--- src/rtl/psum_accumulator.sv ---
// Sums NUM_GROUPS beats of CH signed partial sums per channel into saturating ACC_W accumulators.
// The result is valid the cycle after the last beat is captured; while it is held, data_in_ready stays low until data_out_ready.
module psum_accumulator #(
  parameter int CH         = 64,
  parameter int IN_W       = 8,
  parameter int ACC_W      = 12,
  parameter int NUM_GROUPS = 9,
  localparam int CNT_W     = $clog2(NUM_GROUPS + 1)
) (
  input  logic                      clk,
  input  logic                      rst,
  input  logic                      data_in_valid,
  output logic                      data_in_ready,
  input  logic [CH-1:0][IN_W-1:0]   data_in,
  output logic                      data_out_valid,
  input  logic                      data_out_ready,
  output logic [CH-1:0][ACC_W-1:0]  data_out,
  output logic [CNT_W-1:0]          group_cnt
);

  localparam logic [ACC_W-1:0] ACC_MAX = {1'b0, {(ACC_W-1){1'b1}}};
  localparam logic [ACC_W-1:0] ACC_MIN = {1'b1, {(ACC_W-1){1'b0}}};

  typedef enum logic {ACCUM, HOLD} state_t;

  state_t                    state;
  logic [CH-1:0][ACC_W-1:0]  acc;
  logic [CH-1:0][ACC_W-1:0]  acc_nxt;
  logic                      in_fire;
  logic                      last_beat;

  function automatic logic [ACC_W-1:0] sext(input logic [IN_W-1:0] b);
    return {{(ACC_W-IN_W){b[IN_W-1]}}, b};
  endfunction

  // One guard bit: overflow shows up as the top two sum bits disagreeing.
  function automatic logic [ACC_W-1:0] sat_add(input logic [ACC_W-1:0] a,
                                               input logic [IN_W-1:0]  b);
    logic [ACC_W:0] s;
    s = {a[ACC_W-1], a} + {{(ACC_W+1-IN_W){b[IN_W-1]}}, b};
    if (s[ACC_W] != s[ACC_W-1])
      return s[ACC_W] ? ACC_MIN : ACC_MAX;
    return s[ACC_W-1:0];
  endfunction

  assign in_fire   = data_in_valid & data_in_ready;
  assign last_beat = (group_cnt == CNT_W'(NUM_GROUPS - 1));
  assign data_out  = acc;

  // The first beat of a group overwrites, so the previous result needs no clear.
  always_comb begin
    acc_nxt = acc;
    for (int k = 0; k < CH; k++)
      acc_nxt[k] = (group_cnt == '0) ? sext(data_in[k]) : sat_add(acc[k], data_in[k]);
  end

  always_ff @(posedge clk or posedge rst) begin
    if (rst) begin
      state          <= ACCUM;
      group_cnt      <= '0;
      acc            <= '0;
      data_out_valid <= 1'b0;
      data_in_ready  <= 1'b0;
    end else begin
      case (state)
        ACCUM: begin
          data_in_ready <= 1'b1;
          if (in_fire) begin
            acc <= acc_nxt;
            if (last_beat) begin
              group_cnt      <= CNT_W'(NUM_GROUPS);
              state          <= HOLD;
              data_out_valid <= 1'b1;
              data_in_ready  <= 1'b0;
            end else begin
              group_cnt <= group_cnt + CNT_W'(1);
            end
          end
        end
        HOLD: begin
          if (data_out_ready) begin
            data_out_valid <= 1'b0;
            data_in_ready  <= 1'b1;
            group_cnt      <= '0;
            state          <= ACCUM;
          end
        end
        default: state <= ACCUM;
      endcase
    end
  end

endmodule

--- config.mk ---
export PLATFORM = sky130hd
export DESIGN_NAME = psum_accumulator
export DESIGN_NICKNAME = d
export VERILOG_FILES = /design/src/rtl/psum_accumulator.sv
export SDC_FILE = /design/constraint.sdc
export NUM_CORES = 2
export LEC_CHECK = 0
export ABC_AREA = 1
export CAP_MARGIN = 20
export CORE_AREA = 4 4 498 500
export CTS_CLUSTER_DIAMETER = 60
export DETAILED_ROUTE_END_ITERATION = 10
export DIE_AREA = 0 0 502 504
export GPL_ROUTABILITY_DRIVEN = 0
export PLACE_DENSITY = 0.57
export SLEW_MARGIN = 10
export SYNTH_ARGS = -nofsm -noshare
export SYNTH_HDL_FRONTEND = slang
export SYNTH_SLANG_ARGS = --single-unit
--- constraint.sdc ---
create_clock -name clk -period 52.9 [get_ports clk]
set_input_delay 7.935 -clock clk [delete_from_list [all_inputs] [get_ports clk]]
set_output_delay 7.935 -clock clk [all_outputs]
set_load 0.01 [all_outputs]
# After elaboration in Yosys (flattened, before gate mapping)
# Index checks and enable logic that the tools add are counted.
# totals
ff_bits	775
input_bits	516
out_inout_bits	774
wordCells	543
# classes
n_addsub	65
eq_ne	68
mux	336
bitwise	2
reduce_logical	4
# op_table
op	count
$mux W12	256
$add A12 B8 Y13	64
$mux W1	73
$ne A1 B1 Y1	64
$mux W4	3
$pmux W4 S2	1
$ne A2 B2 Y1 const B	3
$pmux W1 S2	3
$add A4 B1 Y4 const B	1
$eq A4 B4 Y1 const B	1
$logic_not A4 Y1	1
$reduce_and A2 Y1	2
$reduce_and A3 Y1	1
$and A1 B1 Y1	1
$not A1 Y1	1

# Longest topological paths before layout
# logic_depth
word_depth	5
depth_mapped	16
mapped_depth_nobuf	16

# Worst setup path before layout
# Ideal clock, no wire load.
# synth_path
kind	input to register
from	input data_in[240] (netlist bit)
to	register acc, in the netlist data_out[367]
setup_time_ns	0.117
arrival_ns	9.546
required_time_ns	52.783
setup_slack_ns	43.236
path_stages	15
n_path_buf	0
cell_sequence	ha_1 -> inv_1 -> fa_1 -> inv_1 -> nand2_1 -> o21ai_1 -> nand2_1 -> nand3_1 -> nand2_1 -> nand2_1 -> nand2_1 -> nand2_2 -> nor2_1 -> nor2_1 -> nor2_1
# synth_via
elab_chain_len	5
word_cells_on_any_way	7
cone_classes	add/sub: 1; eq/ne: 1; mux: 5
# synth_rtl
element	line_no	source
start, declared	14	input logic [CH-1:0][IN_W-1:0] data_in,
$add A12 B8 Y13 (*)	40	s = {a[ACC_W-1], a} + {{(ACC_W+1-IN_W){b[IN_W-1]}}, b};
$mux W12 / $ne A1 B1 Y1 (equally long branches)	42, 41	
$mux W12 / $mux W1 (equally long branches)	41	if (s[ACC_W] != s[ACC_W-1])
$mux W12 (*)	43	return s[ACC_W-1:0];
$mux W12 (*)	54	acc_nxt[k] = (group_cnt == '0) ? sext(data_in[k]) : sat_add(acc[k], data_in[k]);
end signal, assigned	69	acc <= acc_nxt;
end, declared	27	logic [CH-1:0][ACC_W-1:0] acc;
# Mark *: on every way between the ends. The rest lies on a longest branch, timed or not. The select of a mux whose other input is x is not followed.
# A chain may end at the register's enable or synchronous reset.

# Final worst setup path
# layout_path
from	input data_in_valid
to	register acc, in the netlist data_out[309]
# layout_via
elab_chain_len	2
# layout_rtl
element	line_no	source
start, declared	12	input logic data_in_valid,
$and A1 B1 Y1	46	assign in_fire = data_in_valid & data_in_ready;
$reduce_and A2 Y1 (no source line)	--	
# Every way passes these cells.

==> flow_summary.toml <==
[die]
die-area_mm2 = 0.2530
io-pin-count = 1290
coreArea_mm2 = 0.2430
dieHeight_um = 504
std_cell_rows = 181
die_w_um = 502
start_util = 0.3347

[final_layout]
multi_input_area_mm2 = 0.05357
layout.nets = 16210
drive_gt1_frac = 0.02677
syn_to_final_growth_pct = 26.24
fin_cells = 18220
fillCellCount = 25990
regArea_mm2 = 0.01939
stdcell_area_mm2 = 0.1027

[setup_path]
crit_type = "input pin to flip-flop"
end_kind = "flip-flop"
required_ns = 53.54
rr_startpoint = "data_in_ready$_DFFE_PP0P_"
reg2regPathDepth = 12
startpoint = "data_in_valid"
endpoint = "data_out[309]$_DFFE_PP0P_"
cp.arrival_ns = 12.69
crit_path_start_kind = "input pin"
path_max_fanout = 81
r2r_setup_slack_ns = 48.07
reg2reg_to = "data_out[309]$_DFFE_PP0P_"

[logic_synthesis]
synth_area_mm2 = 0.08134
synth.distinct_cells = 30
yosysWarnings = 0
synth_xor_area_frac = 0.04889
muxShareOfSynthArea = 0
synth_fp_nets = 14990
synth-simple-area-share = 0.4086
netlist_instances = 13640
seq_area_frac_synth = 0.2384
synth_top_family_by_area = "simple AND/OR/NAND/NOR gates"
synth_fa_ha_area_frac = 0.1342
postSynthAreaPerCell_um2 = 5.964
ys_seq_elements = 775
synth_compound_area_frac = 0.06681

[cts]
cts_hold_buf = 0
clk_pin_slew_ns = 0.05
post-cts-setup-buffer-count = 0
cts_resized = 0
cts-buffers-inserted = 147
clock_latency_ns = 0.80
clock_path_buffers = 3
cts-root-buf = "clkbuf_16"
h-tree-depth = 4
cts_tree = "yes"
clkSinkCount = 775

[sta]
finalHoldViolCount = 0
max_freq_mhz = 83.01
hold_ws_ns = 0.5089
worst_slew_pin_slew_ns = 1.252
tns_ns = 0
fin_crit_ns = 12.05
setup_violations = 0
rsz0062_at_grt = "no"
clock-skew-final_ns = 0.05000
final_max_slew_viol_count = 0
timing.final.ws_setup_ns = 40.85
relSlewSlack = 0.1653
period_share = 0.2277

[routing]
wl_per_cell_um = 16.96
firstDrtPassIters = 8
first_iter_violations = 5244
ant_nets = 0
vias = 85750
drc = 0
totalWireLength_um = 309000
via_per_inst = 4.706

[job]
cap_violations = 0

[global_routing]
grt_max_degree = 179
grt_pass1_wl_um = 473800
grt.overflow.total = 0
grt_pass1_vias = 79970
antenna_found_initial = 93
grt_util_all_layers = 0.2361

[pwr]
leakage_uw = 0.05568
pwr_density_cell_mw_per_mm2 = 74.24
max-vdd-ir-drop_mv = 0.03749

[placement]
place_inst = 17910
dp_hpwl_um = 243300
preCtsSetupSlack_ns = 40.08
placed_area_mm2 = 0.09748
port_buffers = 1289

[run_status]
outcome = "complete, no violations"

[min_path]
min_path_type = "flip-flop to flip-flop"
registers in the layout, indices dropped and copies added (netlist names):
| signal | flops |
|---|---|
| state | 1 |
| data_out | 768 |
| data_out_valid | 1 |
| data_in_ready | 1 |
| group_cnt | 4 |
cells in the final DEF (no fill, tap or decap), types with 4 or more instances in the layout:
| cell | count |
|---|---|
| nand2_1 | 4786 |
| nor2_1 | 2647 |
| inv_1 | 1929 |
| clkdlybuf4s50_1 | 1289 |
| dfrtp_1 | 775 |
| ha_1 | 770 |
| a21oi_1 | 645 |
| nand3_1 | 515 |
| xnor2_1 | 257 |
| nand4_1 | 251 |
| xor2_1 | 197 |
| o21ai_0 | 188 |
| clkbuf_16 | 149 |
| a31oi_1 | 97 |
| fa_1 | 64 |
| nand2_2 | 55 |
| o21bai_1 | 48 |
| nand3_2 | 45 |
| diode_2 | 42 |
| o21ai_1 | 36 |
| nor3_1 | 33 |
| buf_4 | 24 |
| and2_1 | 21 |
| clkbuf_8 | 19 |
| clkinv_2 | 19 |
| inv_6 | 18 |
| clkbuf_1 | 14 |
| bufinv_16 | 13 |
| clkinv_4 | 12 |
| a21o_1 | 11 |
| clkinvlp_4 | 10 |
| or2_2 | 8 |
| buf_12 | 8 |
| inv_8 | 6 |
| o21ai_2 | 4 |
logic make-up (layout without fill, tap and decap cells):
family | count (synthesis) | count (layout)
adder cells (fa/ha/maj) | 834 | 834
AO/OA/AOI/OAI | 1029 | 1029
XOR/XNOR | 454 | 454
other | 0 | 42
buffers and inverters | 2180 | 3519
flip-flops | 775 | 775
AND/OR/NAND/NOR | 8366 | 8366
how the worst min path moves through the flow:
stage                               startpoint                         end  cells past startpoint
finish               data_out[723]$_DFFE_PP0P_   data_out[723]$_DFFE_PP0P_                      2
global route        data_out_valid$_DFFE_PP0P_  data_out_valid$_DFFE_PP0P_                      2
CTS                 data_out_valid$_DFFE_PP0P_  data_out_valid$_DFFE_PP0P_                      2
detailed placement  data_out_valid$_DFFE_PP0P_  data_out_valid$_DFFE_PP0P_                      2
global placement    data_out_valid$_DFFE_PP0P_  data_out_valid$_DFFE_PP0P_                      2
floorplan                      state$_DFF_PP0_             state$_DFF_PP0_                      2
area by class of cell:
class                   count  area share
diodes                     42    0.001024
clock buffers             182     0.03937
clock inverters            84     0.01024
inverters                1932     0.07080
multi-input cells       10680      0.5217
flip-flops and latches    775      0.1889
well taps                3202     0.03902
repair buffers           1321      0.1290
worst max-delay path: stages:
cell and delay [ns]:
clkdlybuf4s50_1 0.47, nand2_1 0.08, nor2_4 0.08, buf_4 0.53, buf_4 0.74, buf_4 0.65, buf_4 0.70, buf_4 0.77
nand2_1 0.12, inv_1 0.10, nand2_1 0.11, nor2_1 0.13, nor2_1 0.04
synthesized netlist by cell type:
cell type  instances  area (um^2)
a21o_1            11        82.58
nand4_1          251         1570
o21ai_2            4        35.03
inv_1           1930         7244
buf_1             10        37.54
xor2_1           197         1725
nor2_1          2648         9940
clkbuf_1          81        304.0
nand3_1          515         2577
or2_2              8        50.05
buf_4              2        15.01
nand2_2           55        344.1
o21bai_1          48        360.4
xnor2_1          257         2251
inv_2              1        3.750
nor3_4             1        16.27
a31oi_1           97        606.8
buf_2            155        775.7
nor3_1            33        165.2
nand3_2           45        450.4
a21oi_1          645         3228
nand2_1         4786        17960
ha_1             770         9634
and2_1            21        131.4
o21ai_1           36        180.2
nand3b_1           3        22.52
dfrtp_1          775        19390
o21ai_0          188        940.9
fa_1              64         1281
clkinv_1           1        3.750
metal layers:
layer  part of all wire  GRT usage  up-vias
met5             0.0017          0        -
met3              0.077    0.06855      544
met2               0.44     0.3781     1954
li1                   -          -    44790
met1               0.43     0.2934    38380
met4              0.048     0.1043       78
where the power goes:
group          internal [uW]  switching, uW
clock                    614            383
sequential               917            370
combinational           2100           3240
per-stage QoR:
step,total power (uW),util
6_report,7622,0.4225
5_1_grt,8449,0.4225
4_1_cts,7669,0.4221
3_5_place_dp,6617,0.4011
3_3_place_gp,6612,0.4011
2_1_floorplan,4808,-
Power figures use the tool's default switching activity.
